==> src/rtl/fetch_predict_pipeline.sv <==
// Instruction fetch stage with a 2-bit saturating-counter branch predictor.
// Holds the PC, registers the fetched word into the IF/ID latch and accepts resolve redirects.
module fetch_predict_pipeline #(
   parameter logic [31:0] RESET_PC  = 32'h0,
   parameter int unsigned BHT_IDX_W = 4,
   parameter int unsigned CNT_W     = 32
) (
   input  logic             clk,
   input  logic             reset,
   input  logic             stall,
   output logic [31:0]      imem_addr,
   input  logic [31:0]      imem_data,
   output logic [31:0]      instr_out,
   output logic [31:0]      current_PC,
   output logic             instr_valid,
   output logic             pred_taken,
   input  logic             resolve_valid,
   input  logic [31:0]      resolve_PC,
   input  logic             resolve_taken,
   input  logic             resolve_pred,
   input  logic [31:0]      resolve_target,
   output logic [CNT_W-1:0] branch_count,
   output logic [CNT_W-1:0] mispred_count
);

   localparam int BhtEntries = 1 << BHT_IDX_W;

   logic [31:0]      pc_q, pc_d;
   logic [31:0]      instr_q, instr_d;
   logic [31:0]      cur_pc_q, cur_pc_d;
   logic             valid_q, valid_d;
   logic             pred_q, pred_d;
   logic [1:0]       bht_q [BhtEntries];
   logic [1:0]       bht_d [BhtEntries];
   logic [CNT_W-1:0] branch_q, branch_d;
   logic [CNT_W-1:0] mispred_q, mispred_d;

   logic [6:0]           opcode;
   logic                 is_bne, is_jump;
   logic [BHT_IDX_W-1:0] fetch_idx, resolve_idx;
   logic                 fetch_taken;
   logic [31:0]          fetch_target, next_pc;
   logic                 mispredict;

   assign opcode      = imem_data[6:0];
   assign is_bne      = (opcode == 7'b1100011) && (imem_data[14:12] == 3'b001);
   assign is_jump     = (opcode == 7'b0110111);
   assign fetch_idx   = pc_q[BHT_IDX_W+1:2];
   assign resolve_idx = resolve_PC[BHT_IDX_W+1:2];
   assign mispredict  = resolve_valid && (resolve_taken != resolve_pred);

   // Prediction reads the pre-update counter even if the same entry trains this cycle.
   always_comb begin
      fetch_taken  = is_jump || (is_bne && bht_q[fetch_idx][1]);
      fetch_target = is_jump ? {12'b0, imem_data[31:12]}
                             : {20'b0, imem_data[31:25], imem_data[11:7]};
      next_pc      = fetch_taken ? fetch_target : pc_q + 32'd4;
   end

   // Redirect from a mispredict wins over a decode stall and inserts a bubble.
   always_comb begin
      pc_d     = pc_q;
      instr_d  = instr_q;
      cur_pc_d = cur_pc_q;
      valid_d  = valid_q;
      pred_d   = pred_q;
      if (mispredict) begin
         pc_d    = resolve_taken ? resolve_target : resolve_PC + 32'd4;
         instr_d = 32'h0;
         valid_d = 1'b0;
         pred_d  = 1'b0;
      end else if (!stall) begin
         pc_d     = next_pc;
         instr_d  = imem_data;
         cur_pc_d = pc_q;
         valid_d  = 1'b1;
         pred_d   = fetch_taken;
      end
   end

   always_comb begin
      bht_d = bht_q;
      if (resolve_valid) begin
         if (resolve_taken) begin
            if (bht_q[resolve_idx] != 2'b11) bht_d[resolve_idx] = bht_q[resolve_idx] + 2'd1;
         end else begin
            if (bht_q[resolve_idx] != 2'b00) bht_d[resolve_idx] = bht_q[resolve_idx] - 2'd1;
         end
      end
   end

   always_comb begin
      branch_d  = branch_q;
      mispred_d = mispred_q;
      if (resolve_valid && (branch_q != '1)) branch_d = branch_q + 1'b1;
      if (mispredict && (mispred_q != '1))   mispred_d = mispred_q + 1'b1;
   end

   always_ff @(posedge clk) begin
      if (reset) begin
         pc_q      <= RESET_PC;
         instr_q   <= 32'h0;
         cur_pc_q  <= 32'h0;
         valid_q   <= 1'b0;
         pred_q    <= 1'b0;
         branch_q  <= '0;
         mispred_q <= '0;
         for (int i = 0; i < BhtEntries; i++) bht_q[i] <= 2'b01;
      end else begin
         pc_q      <= pc_d;
         instr_q   <= instr_d;
         cur_pc_q  <= cur_pc_d;
         valid_q   <= valid_d;
         pred_q    <= pred_d;
         branch_q  <= branch_d;
         mispred_q <= mispred_d;
         bht_q     <= bht_d;
      end
   end

   assign imem_addr     = pc_q;
   assign instr_out     = instr_q;
   assign current_PC    = cur_pc_q;
   assign instr_valid   = valid_q;
   assign pred_taken    = pred_q;
   assign branch_count  = branch_q;
   assign mispred_count = mispred_q;

endmodule
==> config.mk <==
export PLATFORM = sky130hd
export DESIGN_NAME = fetch_predict_pipeline
export DESIGN_NICKNAME = d
export VERILOG_FILES = /design/src/rtl/fetch_predict_pipeline.sv
export SDC_FILE = /design/constraint.sdc
export NUM_CORES = 1
export LEC_CHECK = 0
export CAP_MARGIN = 20
export CORE_MARGIN = 3
export CORE_UTILIZATION = 53
export DETAILED_ROUTE_END_ITERATION = 6
export PLACE_DENSITY = 0.86
export SYNTH_ARGS = -nofsm -noshare
export SYNTH_HDL_FRONTEND = slang
export SYNTH_SLANG_ARGS = --single-unit
==> constraint.sdc <==
create_clock -name clk -period 5 [get_ports clk]
set_input_delay 1 -clock clk [delete_from_list [all_inputs] [get_ports clk]]
set_output_delay 1 -clock clk [all_outputs]
set_load 0.05 [all_outputs]
==> results.txt, run 1 <==
Dividing the synthesized area by the synthesized cell count gives 8.31 um^2. The total number of yosys warnings was 0; the maximum single-stage delay on the critical path was 0.71 ns. Overall overflow remaining after global route: 0.

The logs give 0.477 for the met2 global-route usage and 0 ns for the setup TNS. Leakage power figure: 4.82 nW. The pre-antenna-repair detailed-routing pass consisted of 6 iterations. The clock passes through at most 2 buffers. For this run, the top clock speed supported by timing is 244 MHz. The tools report the core footprint as 18300 um^2. In this run the remaining antenna-violating nets after routing total 0. The clock transition at the register clock pins on the worst setup and hold paths after CTS is 0.08 ns. The largest fanout of any net on the critical path works out to 18. The run gives 0 as the number of max-slew violations in the final report. The post-cts hold buffer count is 0. Fraction of synthesis flops using an asynchronous set or reset pin: 0. The area share of the largest cell type after synthesis is 0.388. TritonCTS built the clock tree.

Count of mapped cells out of synthesis: 1205. For the final weighted congestion of routability-driven global placement, the log shows 0.946. IR analysis of the VDD net gives a maximum drop of 263 uV.

Traced cell by cell, the critical path runs through clkdlybuf4s50_1, mux4_2, mux4_2, ha_1, mux2i_1, and3_1, nand3_1, a211o_1. Counting stages on the worst path, the most repeated cell is mux4_2. The critical path starts at resolve_PC[2]. The count of endpoints failing setup in the final report is 0, and the global-route track usage on met3 is 0.0792. The die is 143 um wide.

The share of the cycle needed by the critical path after routing is 0.818. The number of gates resized after CTS was 0. The tightest min-delay check is of the reg -> reg type.

The most used flip-flop cell after synthesis is dfxtp_1. In this run the power density over the cells is 278 nW/um^2. Compared with the post-synthesis result, the final layout area differs by 33.2%. From bottom edge to top edge, the die measures 143 um.

After detailed routing, the average wire length per cell comes to 18.6 um. The flow ran to the end, and the final reports show no timing, DRC or antenna violations. The maximum number of pins on one net before global-route repair came out at 110. For the critical path required time, the log shows 5.32 ns. Buffers added to address setup during post-CTS repair amount to 0. The run gives 6 as the number of antenna violations at the first check in global routing. The buffer cell driving the clock tree root was clkbuf_16.

The tool flagged a number of max-cap violations equal to 0. Detailed placement ended at an HPWL of 22.9 mm. Summing every instance area after synthesis gives 10000 um^2.

The synthesized netlist contains 57 unique library cells. The total die area came out at 20600 um^2. Final hold violation count: 0. The startpoint identified for the worst register-to-register timing path is imem_addr[4]. The tools report the endpoint of the worst register-to-register path as imem_addr[13]. At the worst endpoint, the arrival time is 4.41 ns.

The clock tree synthesis step divided the H-tree into 4 levels. The tools report the initial cell density of the core as 0.548. The worst setup path is launched from an input port.

The share of layout cells above drive strength 1 was 0.0527. The tools report the total number of vias as 9906. The routed design has 31.2 mm of wire. Most frequent cell after synthesis: dfxtp_1. The global routing met1 resource utilization is 0.372. Buffers inserted during clock tree synthesis total 17. The count of clock tree sinks was 194; the wire length of the first global-routing pass was 48.4 mm.

The critical-path cell with the highest stage delay was clkdlybuf4s50_1. The layer carrying the most global-route usage was met2. The sequential fraction of the synthesis area was 0.388.

The design draws 0.00371 W. The run gives 1539 as the final net count. Setup repair after global routing left no endpoint under its margin.

Using the TritonRoute via totals, the vias-per-cell ratio works out to 5.93. 264 I/O pins were placed. Yosys attributes the largest share of cell area to dfxtp_1, mux2i_1, nor2_1.

Across the routed clock network, the largest skew measured is 0.0124 ns. Logic depth of the worst register-to-register path: 7. Ranked by instance count, the synthesized netlist is headed by dfxtp_1, nor2_1, nand2_1.

After detailed routing, the number of remaining DRC violations is 0. After floorplanning, the core was divided into 49 placement rows. The tools report the later-pin clock latency in the skew report as 0.44 ns. For the number of nets in the synthesized netlist, the log shows 1316. Type of element capturing the critical path: a flop. The total of flip-flops plus latches after synthesis came out at 194. The logs give 0.293 for the overall track demand over capacity in global routing and 9142 for the via count of the first global-routing pass.

Port buffering added 263 buffers. The number of synthesized flops with an enable pin is 0, and the final critical path time including I/O delays and setup is 4.09 ns. At the pin with the least slew margin, the transition time is 1.02 ns.

The run gives 0.316 as the worst relative slew slack. The setup path with the least slack is of type in -> reg. For this block, the initial DRC count from the detailed router was 1103.

In this run the register-to-register setup slack is 1.76 ns. The cell taking the most area after synthesis is dfxtp_1.
## logic make-up (layout without fill, tap and decap cells)
kind of cell               after synthesis  count (layout)  share of synthesized area
AOI/OAI and AO/OA                      179             179                      0.117
xor gates and xnor gates                99              99                     0.0866
adders and majority gates                9               9                     0.0112
buffers and inverters                   92             328                     0.0380
DFF                                    194             194                      0.388
muxes                                   87              87                      0.101
other                                    0               1                          0
and+or+nand+nor                        545             545                      0.259
## per-layer routing
layer	vias up	routed length, um
met4	10	1080
met2	551	14300
met5	-	58
li1	4671	-
met3	76	3240
met1	4598	12400
## critical path, delay by kind of cell
family / cells / cell delay [ns]
AO/OA/AOI/OAI: 1 / 0.35
AND/OR/NAND/NOR: 2 / 0.48
multiplexers: 3 / 1.58
adder cells (fa/ha/maj): 1 / 0.28
buffers and inverters: 1 / 0.71
## where the power goes
part / internal, W / leakage, nW / switching, W
Sequential: 0.00160 / 1.58 / 0.0000714
Clock: 0.000686 / 0.298 / 0.000699
Combinational: 0.000256 / 2.95 / 0.000403
## flip-flops by register name, indices dropped and copies added, names as in the netlist, named ones only
signal         cells
bht_q             16
branch_count      32
mispred_count     32
imem_addr         32
instr_out         32
instr_valid        1
pred_taken         1
current_PC        32
## worst min path at each step
stage,startpoint,end,slack [ns],depth (start not counted)
final,current_PC[14],current_PC[14],0.46,2
after global routing,current_PC[23],current_PC[23],0.48,2
after CTS,current_PC[14],current_PC[14],0.46,2
after detailed placement,current_PC[31],current_PC[31],0.45,2
after global placement,instr_valid,instr_valid,0.43,1
after floorplan,flop,flop,0.43,1
## per-stage QoR
| stage | worst slack (ns) | instances | utilization | hold slack, ns | area [um^2] |
|---|---|---|---|---|---|
| floorplan | 1.28 | 1205 | - | 0.430 | 10000 |
| global placement | 0.620 | 1638 | 0.697 | 0.434 | 12700 |
| detailed placement | 0.507 | 1638 | 0.697 | 0.447 | 12700 |
| CTS | 0.963 | 1670 | 0.730 | 0.458 | 13300 |
| global route | 0.687 | 1671 | 0.730 | 0.478 | 13300 |
| finish | 0.908 | 1671 | 0.730 | 0.455 | 13300 |
## final cells by class
cell class / count / area, um^2
Clock inverter: 15 / 184
Sequential cell: 194 / 3880
Fill cell: 1391 / 4930
Multi-Input combinational cell: 919 / 5750
Clock buffer: 17 / 425
Antenna cell: 1 / 2.50
Timing Repair Buffer: 275 / 2730
Inverter: 21 / 78.8
Tap cell: 229 / 287
## layout by cell type (no fill, tap or decap), drive strengths merged, types with 8 or more instances in the layout
master	synthesis	final
nor3	26	26
mux4	11	11
nand3	76	76
o211ai	8	8
clkdlybuf4s50	0	260
a221oi	8	8
nand4	24	24
xnor2	52	52
nor2	164	164
nor4	10	10
and4	14	14
and3	29	29
a21oi	72	72
inv	21	30
a211o	18	18
dfxtp	194	194
mux2i	73	73
clkbuf	50	17
buf	21	15
a31oi	12	12
or3	17	17
nand2	159	159
ha	9	9
xor2	47	47
o21ai	29	29
No activity file was read; power rests on OpenSTA's default activity.
==> run 2, diff against run 1 <==
Settings changed: CORE_UTILIZATION 53 to 49, PLACE_DENSITY 0.86 to 0.81.
Clock period 5 ns to 3.8 ns, I/O delays scaled along.
==> run 2 against run 1 <==
  * Routed wire length rose by 2.0%
  * First-iteration DRC count fell by 17%
  * Combinational power rose by 34%
  * Sequential power rose by 32%
  * Cell count rose by 3.1%
  * Critical path depth rose by 1
  * Die area rose by 7.8%
  * Via count fell by 0.55%
==> results.txt, run 2 (same netlist as run 1, synthesis figures left out) <==
The HPWL after detailed placement came out at 23.5 mm. Number of antenna violations at the first check in global routing: 9. The top cell types in the final layout, fill and taps aside, are clkdlybuf4s50_1, dfxtp_1, nor2_1. Traced cell by cell, the critical path runs through clkdlybuf4s50_1, buf_12, mux4_2, mux4_2, ha_1, mux2i_1, and3_1, nand3_1, a211o_1. Buffer cell driving the clock tree root: clkbuf_16. Among all stages on the critical path, the largest delay is contributed by clkdlybuf4s50_1.

In this run the worst path has a maximum fanout of 14. The clock transition at the register clock pins on the worst setup and hold paths after CTS was 0.08 ns; the number of remaining DRC errors was 0. Leaving out fill and tap cells, the most frequent cell in the layout is clkdlybuf4s50_1.

Number of post-CTS setup repair buffers: 0. Setup violations remaining at the end of the flow were counted as 0. The clock passes through at most 2 buffers. After the last flow step, the layout net total stands at 1553. The logs give 51 for the number of rows in the core area and 4.13 ns for the critical path required time.

The number of H-tree levels was 4. The highest layer touched by signal routing is met5. Total of cells resized after clock tree synthesis: 0. Leaving out filler cells and counting taps, the final layout contains 1722. The via count of the first global-routing pass came out at 9136. The post-layout instance area was 13500 um^2; the share of layout cells above drive strength 1 was 0.0619. The tools report the wire length of the first global-routing pass as 49.3 mm.

The total power divided by cell area is 366 nW/um^2, and the worst setup margin is 0.377 ns. Together, buffers and inverters on the worst path number 2. The worst-case IR drop observed on VDD is 293 uV.

Clock tree synthesis inserted a total of 17 buffers. During I/O placement, the number of pins put on the boundary was 264. TritonCTS built the clock tree. Compared with the post-synthesis result, the final layout area differs by 35.0%. The logs give 19800 um^2 for the core footprint and 194 for the count of clock tree sinks. The min-delay analysis places its worst path in the category reg -> reg.

The number of max-slew violations in the final report is 0. Placed instance area: 12900 um^2. The worst clock skew was 0.0137 ns.

The critical path is of the in -> reg type. The tools report the number of iterations in the first detailed-routing pass as 6. The final critical path time including I/O delays and setup is 3.42 ns.

The run finished with clean final reports. Derived from the worst setup path, the maximum achievable clock frequency is 292 MHz. The share of the cycle needed by the critical path after routing is 0.901. Grouping stages by cell kind, the critical path spends the most delay in multiplexers.

For this run the aggregate overflow at the end of global routing stands at 0. The worst-margin pin slew is 0.977 ns. The final weighted congestion of routability-driven global placement is 0.932, and the average routed wire per standard cell is 18.5 um. The initial cell density of the core is 0.506.

After detailed routing, the met2 layer carries 14.7 mm of wire. The max-cap check violation count is 0. STA classifies the critical path endpoint as a flop. After detailed routing, the met3 layer carries 3.07 mm of wire. The maximum single-stage delay on the critical path works out to 0.51 ns.

For the leakage power figure, the log shows 4.90 nW. Adding up every negative setup slack in the final design gives 0 ns. The routed design has 31.8 mm of wire. During placement, the flow inserted port buffers numbering 263.

The placement-stage worst setup slack was -0.0466 ns; the die width was 149 um. The maximum number of pins on one net before global-route repair was 99; the routed via count divided by cell count was 5.72. The run gives 22200 um^2 as the total die area. Most prevalent standard cell on the critical path: mux4_2.

For the worst-skew pair, the clock arrives at the later sink with an insertion delay of 0.44 ns. After the first detailed-routing iteration, the DRC count stood at 915. Setup repair after global routing left no endpoint under its margin. The final hold violation count is 0, and the worst relative slew slack is 0.348. Detailed routing inserted a total of 9852 vias. The die height works out to 149 um. Hold repair after CTS inserted 0 buffers.

The worst setup path is launched from an input port. For this block, wires on met1 add up to 12.9 mm. In this run the remaining antenna-violating nets after routing total 0.

In this run, placement finished with an instance count of 1688. The arrival time of the worst setup path is 3.75 ns. Overall track demand over capacity in global routing: 0.277.
-- run 2: cell count changes in the layout (fill, tap and decap cells not counted), sizes merged --
cell / previous run / this run
buf: 15 / 29
clkinv: 6 / 8
diode: 1 / 2
inv: 30 / 28
-- run 2: area by class of cell --
| cell class | count | area (um^2) |
|---|---|---|
| diodes | 2 | 5.00 |
| clock buffers | 17 | 425 |
| clock inverters | 15 | 206 |
| fillers | 1612 | 6260 |
| inverters | 21 | 78.8 |
| multi-input cells | 919 | 5750 |
| flip-flops and latches | 194 | 3880 |
| well taps | 265 | 332 |
| repair buffers | 289 | 2840 |
-- run 2: worst paths after layout --
| path | slack (ns) | depth (start not counted) | startpoint | end |
|---|---|---|---|---|
| worst max-delay path | 0.38 | 9 | resolve_PC[2] | flop |
| worst min-delay path | 0.45 | 2 | current_PC[11] | current_PC[11] |
| worst max register to register | 0.79 | 7 | imem_addr[2] | imem_addr[13] |
| worst min register to register | 0.45 | 2 | current_PC[11] | current_PC[11] |
-- run 2: layer usage --
| metal | global-route usage | up-vias |
|---|---|---|
| met3 | 0.0826 | 82 |
| met4 | 0.106 | 14 |
| li1 | - | 4707 |
| met1 | 0.354 | 4587 |
| met2 | 0.444 | 462 |
| met5 | 0 | - |
-- run 2: worst reg2reg max path, delay by kind of cell (launching register included) --
family	cells	cell delay (ns)
simple gates	2	0.68
buf+inv	1	0.23
mux	1	0.59
compound gates	3	0.76
flops	1	0.68
-- run 2: report_power, final --
group	switching [W]	internal [W]	leakage, nW	total [W]
sequential	0.0000952	0.00210	1.58	0.00220
combinational	0.000535	0.000346	3.02	0.000882
clock	0.000956	0.000911	0.302	0.00187
total	0.00159	0.00336	4.90	0.00495
-- run 2: metrics by stage --
step / hold slack (ns) / utilization / power (W)
floorplan: 0.430 / - / 0.00275
global placement: 0.436 / 0.651 / 0.00310
detailed placement: 0.446 / 0.651 / 0.00312
CTS: 0.457 / 0.683 / 0.00496
global route: 0.477 / 0.684 / 0.00511
finish: 0.455 / 0.684 / 0.00495
==> RTL change 1, RTL diff (config.mk and constraints of run 1) <==
Set the parameter `BHT_IDX_W` to 3 (it was 4).
--- a/src/rtl/fetch_predict_pipeline.sv
+++ b/src/rtl/fetch_predict_pipeline.sv
@@ -2,7 +2,7 @@
 // Holds the PC, registers the fetched word into the IF/ID latch and accepts resolve redirects.
 module fetch_predict_pipeline #(
    parameter logic [31:0] RESET_PC  = 32'h0,
-   parameter int unsigned BHT_IDX_W = 4,
+   parameter int unsigned BHT_IDX_W = 3,
    parameter int unsigned CNT_W     = 32
 ) (
    input  logic             clk,
Formal check against the unedited RTL: not equivalent (a bounded check fails within 4 cycles, from zero or initial values and one cycle with reset high).
==> RTL change 1 against run 1 <==
Wire length down 2.1%. Combinational power up 5.0%. Design area fell by 4.9%. Synthesized area is 6.0% lower. Synthesized cell count is 2.9% lower. Global-route usage is 1.0 points higher. Setup slack improved by 0.069 ns. Sequential cell count is 16 lower. Total power fell by 5.4%. Count of clock-buffer cells in the layout increased by 4.
==> RTL change 1: results <==
group,metric,value,unit
synthesis,synth_sequential_area_ratio,37.9,%
setup_path,slowest_delay,0.60,ns
detailed_routing,routedWlPerCell,18.7,µm
finish,insertedDiodeCount,3,
sta,tightest_slew,1.01,ns
finish,nonClkBufAreaFrac,21.5,%
global_route,grt_util_all_layers,30.3,%
pwr,pwr-share-clk,35.9,%
setup_path,r2r_slack,2.08,ns
global_route,grt_max_degree,65,
place,dp_cells,1599,
detailed_routing,wl_met1,12.0,mm
setup_path,critical_path.top_delay_family,"simple AND/OR/NAND/NOR gates",
finish,drive_gt1_share,5.61,%
global_route,antenna_found_initial,2,
detailed_routing,routed-wl-met3,2.76,mm
pwr,p_seq,1.56,mW
detailed_routing,drt-vias-per-instance,6.00,
place,pre_cts_ws,0.568,ns
detailed_routing,drt_iter0_drc,1045,
setup_path,crit_start,"resolve_PC[4]",
finish,multi_input_comb_cells,899,
outcome,status,"completed",
min_path,holdPathEnd,"current_PC[30]$_SDFFE_PP0P_",
setup_path,worstRegToRegCells,10,
pwr,p_leak,4.44,nW
sta,hold_ws,0.453,ns
pwr,p_int,2.42,mW
floorplanning,taps,225,
global_route,grt_pass1_wl,48.7,mm
finish,clock_buffers,21,
setup_path,r2r-end,"bht_q[5]$_SDFFE_PP0P_",
finish,nets,1502,
global_route,grt_util_met2,51.3,%
pwr,peakVddDrop,230,µV
place,dp_hpwl,22.2,mm
sta,skew,0.0110,ns
detailed_routing,wl_met2,14.7,mm
finish,multi_input_area,5480,µm²
synthesis,synthCells,1170,
finish,num-nonclk-buffers,277,
min_path,hold_path_startpoint,"current_PC[30]$_SDFFE_PP0P_",
synthesis,synth_nets,1278,
pwr,swShare,31.2,%
global_route,use_met1,38.0,%
setup_path,crit_fanout,9,
[RTL change 1: cell count changes after synthesis, moves of 10 or more]
| cell | delta |
|---|---|
| nand3_1 | -20 |
| o21ai_0 | +24 |
| a211o_1 | -18 |
| mux2i_1 | -30 |
| dfxtp_1 | -16 |
| a21oi_1 | +16 |
| nor2_1 | -35 |
| and3_1 | -12 |
| nand4_1 | +14 |
| mux4_2 | -10 |
[RTL change 1: kinds of logic (layout without fill, tap and decap cells)]
| family | count (synthesis) | after routing | share of synthesized area, % |
|---|---|---|---|
| adders and majority gates | 6 | 6 | 0.797 |
| other | 0 | 3 | 0 |
| and+or+nand+nor | 522 | 522 | 27.8 |
| AOI/OAI and AO/OA | 233 | 233 | 15.7 |
| buffers and inverters | 93 | 330 | 4.05 |
| xor gates and xnor gates | 90 | 90 | 8.57 |
| muxes | 48 | 48 | 5.29 |
| DFF | 178 | 178 | 37.9 |
==> RTL change 2, RTL diff (settings of run 1) <==
Without the edit above. `instr_q` no longer has a reset.
--- a/src/rtl/fetch_predict_pipeline.sv
+++ b/src/rtl/fetch_predict_pipeline.sv
@@ -99,7 +99,6 @@
    always_ff @(posedge clk) begin
       if (reset) begin
          pc_q      <= RESET_PC;
-         instr_q   <= 32'h0;
          cur_pc_q  <= 32'h0;
          valid_q   <= 1'b0;
          pred_q    <= 1'b0;
@@ -108,7 +107,6 @@
          for (int i = 0; i < BhtEntries; i++) bht_q[i] <= 2'b01;
       end else begin
          pc_q      <= pc_d;
-         instr_q   <= instr_d;
          cur_pc_q  <= cur_pc_d;
          valid_q   <= valid_d;
          pred_q    <= pred_d;
@@ -116,6 +114,10 @@
          mispred_q <= mispred_d;
          bht_q     <= bht_d;
       end
+   end
+
+   always_ff @(posedge clk) begin
+      instr_q <= instr_d;
    end
 
    assign imem_addr     = pc_q;
Behaviour: not the same (Yosys sat finds a counterexample within 4 cycles, from zero or initial values and one cycle with reset high).
==> RTL change 2 against run 1 <==
Sequential cell count unchanged. Clock skew down 0.00084 ns. Synthesized cell count up 1.2%. Setup slack better by 0.014 ns. Global-route usage up 1.1 points. Total power up 3.1%. Design area down 0.12%. Wire length up 1.9%. Synthesized area down 0.47%. Cell count up 0.96%. Critical path type unchanged. Largest power group unchanged.
==> RTL change 2: results <==
group,metric,value,unit
outcome,status,"completed",
detailed_routing,routedWlPerCell,18.8,µm
synthesis,synth_common_cells,"194 x dfxtp_1, 177 x nor2_1, 174 x nand2_1",
global_route,grt_pass1_wl,49.9,mm
global_route,use_met1,38.1,%
finish,nonClkBufAreaFrac,20.5,%
synthesis,synth_nets,1331,
finish,stdcell_count,1687,
pwr,p_leak,4.82,nW
finish,multi_input_area_share,43.2,%
min_path,hold_path_startpoint,"current_PC[10]$_SDFFE_PP0P_",
finish,clock_buffers,18,
pwr,peakVddDrop,279,µV
global_route,antenna_found_initial,2,
finish,num-nonclk-buffers,277,
finish,multi_input_comb_cells,938,
place,place_congestion,0.934,
clocking,post-cts-setup-buffers,0,
finish,clock_area_share,4.60,%
detailed_routing,drt_iter0_drc,778,
place,placed_area,12700,µm²
setup_path,r2r-start,"imem_addr[2]$_SDFFE_PP0P_",
finish,inverters,16,
finish,seq_cell_count,194,
pwr,power.density,287,nW/µm²
finish,drive_gt1_share,5.08,%
synthesis,syn_area_per_cell,8.17,µm²
global_route,grt_util_all_layers,30.4,%
sta,slew_headroom,29.7,%
sta,hold_ws,0.453,ns
setup_path,r2r-end,"imem_addr[16]$_SDFFE_PP0P_",
clocking,htree_levels,4,
synthesis,synth_sequential_area_ratio,39.0,%
finish,nets,1555,
global_route,grt_pass1_vias,9613,
detailed_routing,vias,9998,
min_path,holdPathEnd,"current_PC[10]$_SDFFE_PP0P_",
finish,seq_share,29.2,%
global_route,gr-usage-met3,7.74,%
place,dp_hpwl,23.0,mm
finish,fillers,1430,
global_route,grt_max_degree,77,
setup_path,critPathRequiredTime,5.33,ns
synthesis,synth_area_leaders,"dfxtp_1 39%, mux2i_1 7.0%, nor2_1 6.7%",
clocking,cts_resized,0,
RTL change 2: worst max-delay path, cell delays in order:
cell             delay, ns
clkdlybuf4s50_1       0.80
mux4_2                0.57
mux4_2                0.69
ha_1                  0.28
mux2i_1               0.28
and3_1                0.31
nand3_1               0.16
a211o_1               0.31
RTL change 2: per-stage QoR:
step / util [%] / total power, mW / setup slack, ns
CTS: 73.2 / 3.83 / 0.942
global route: 73.2 / 3.95 / 0.726
finish: 73.2 / 3.83 / 0.922
detailed placement: 69.8 / 2.43 / 0.498
global placement: 69.8 / 2.42 / 0.503
floorplan: - / 2.13 / 1.21
RTL change 2: how the worst max path moves through the flow:
stage	slack (ns)	cells after the start	to	startpoint
after floorplan	1.21	10	register	resolve_PC[2]
final	0.92	8	register	resolve_PC[2]
after global routing	0.73	8	register	resolve_PC[2]
after detailed placement	0.50	8	register	resolve_PC[2]
after global placement	0.50	8	register	resolve_PC[2]
after CTS	0.94	8	register	resolve_PC[2]
RTL change 2: layer usage:
layer  wire length, µm  vias to the layer above
li1                  -                     4726
met1             12500                     4653
met2             15100                      542
met3              3330                       75
met4               896                        2
met5                 7                        -
RTL change 2: cells by family after synthesis:
kind of cell	synth area share, %
multiplexers	9.85
adder cells (fa/ha/maj)	1.13
XOR/XNOR	8.52
AND/OR/NAND/NOR	26.3
flip-flops	39.0
AO/OA/AOI/OAI	11.8
buffers and inverters	3.44
RTL change 2: power breakdown:
group | total (mW) | internal [mW] | switching (mW)
clock | 1.42 | 0.770 | 0.650
combinational | 0.729 | 0.273 | 0.456
sequential | 1.68 | 1.61 | 0.0694
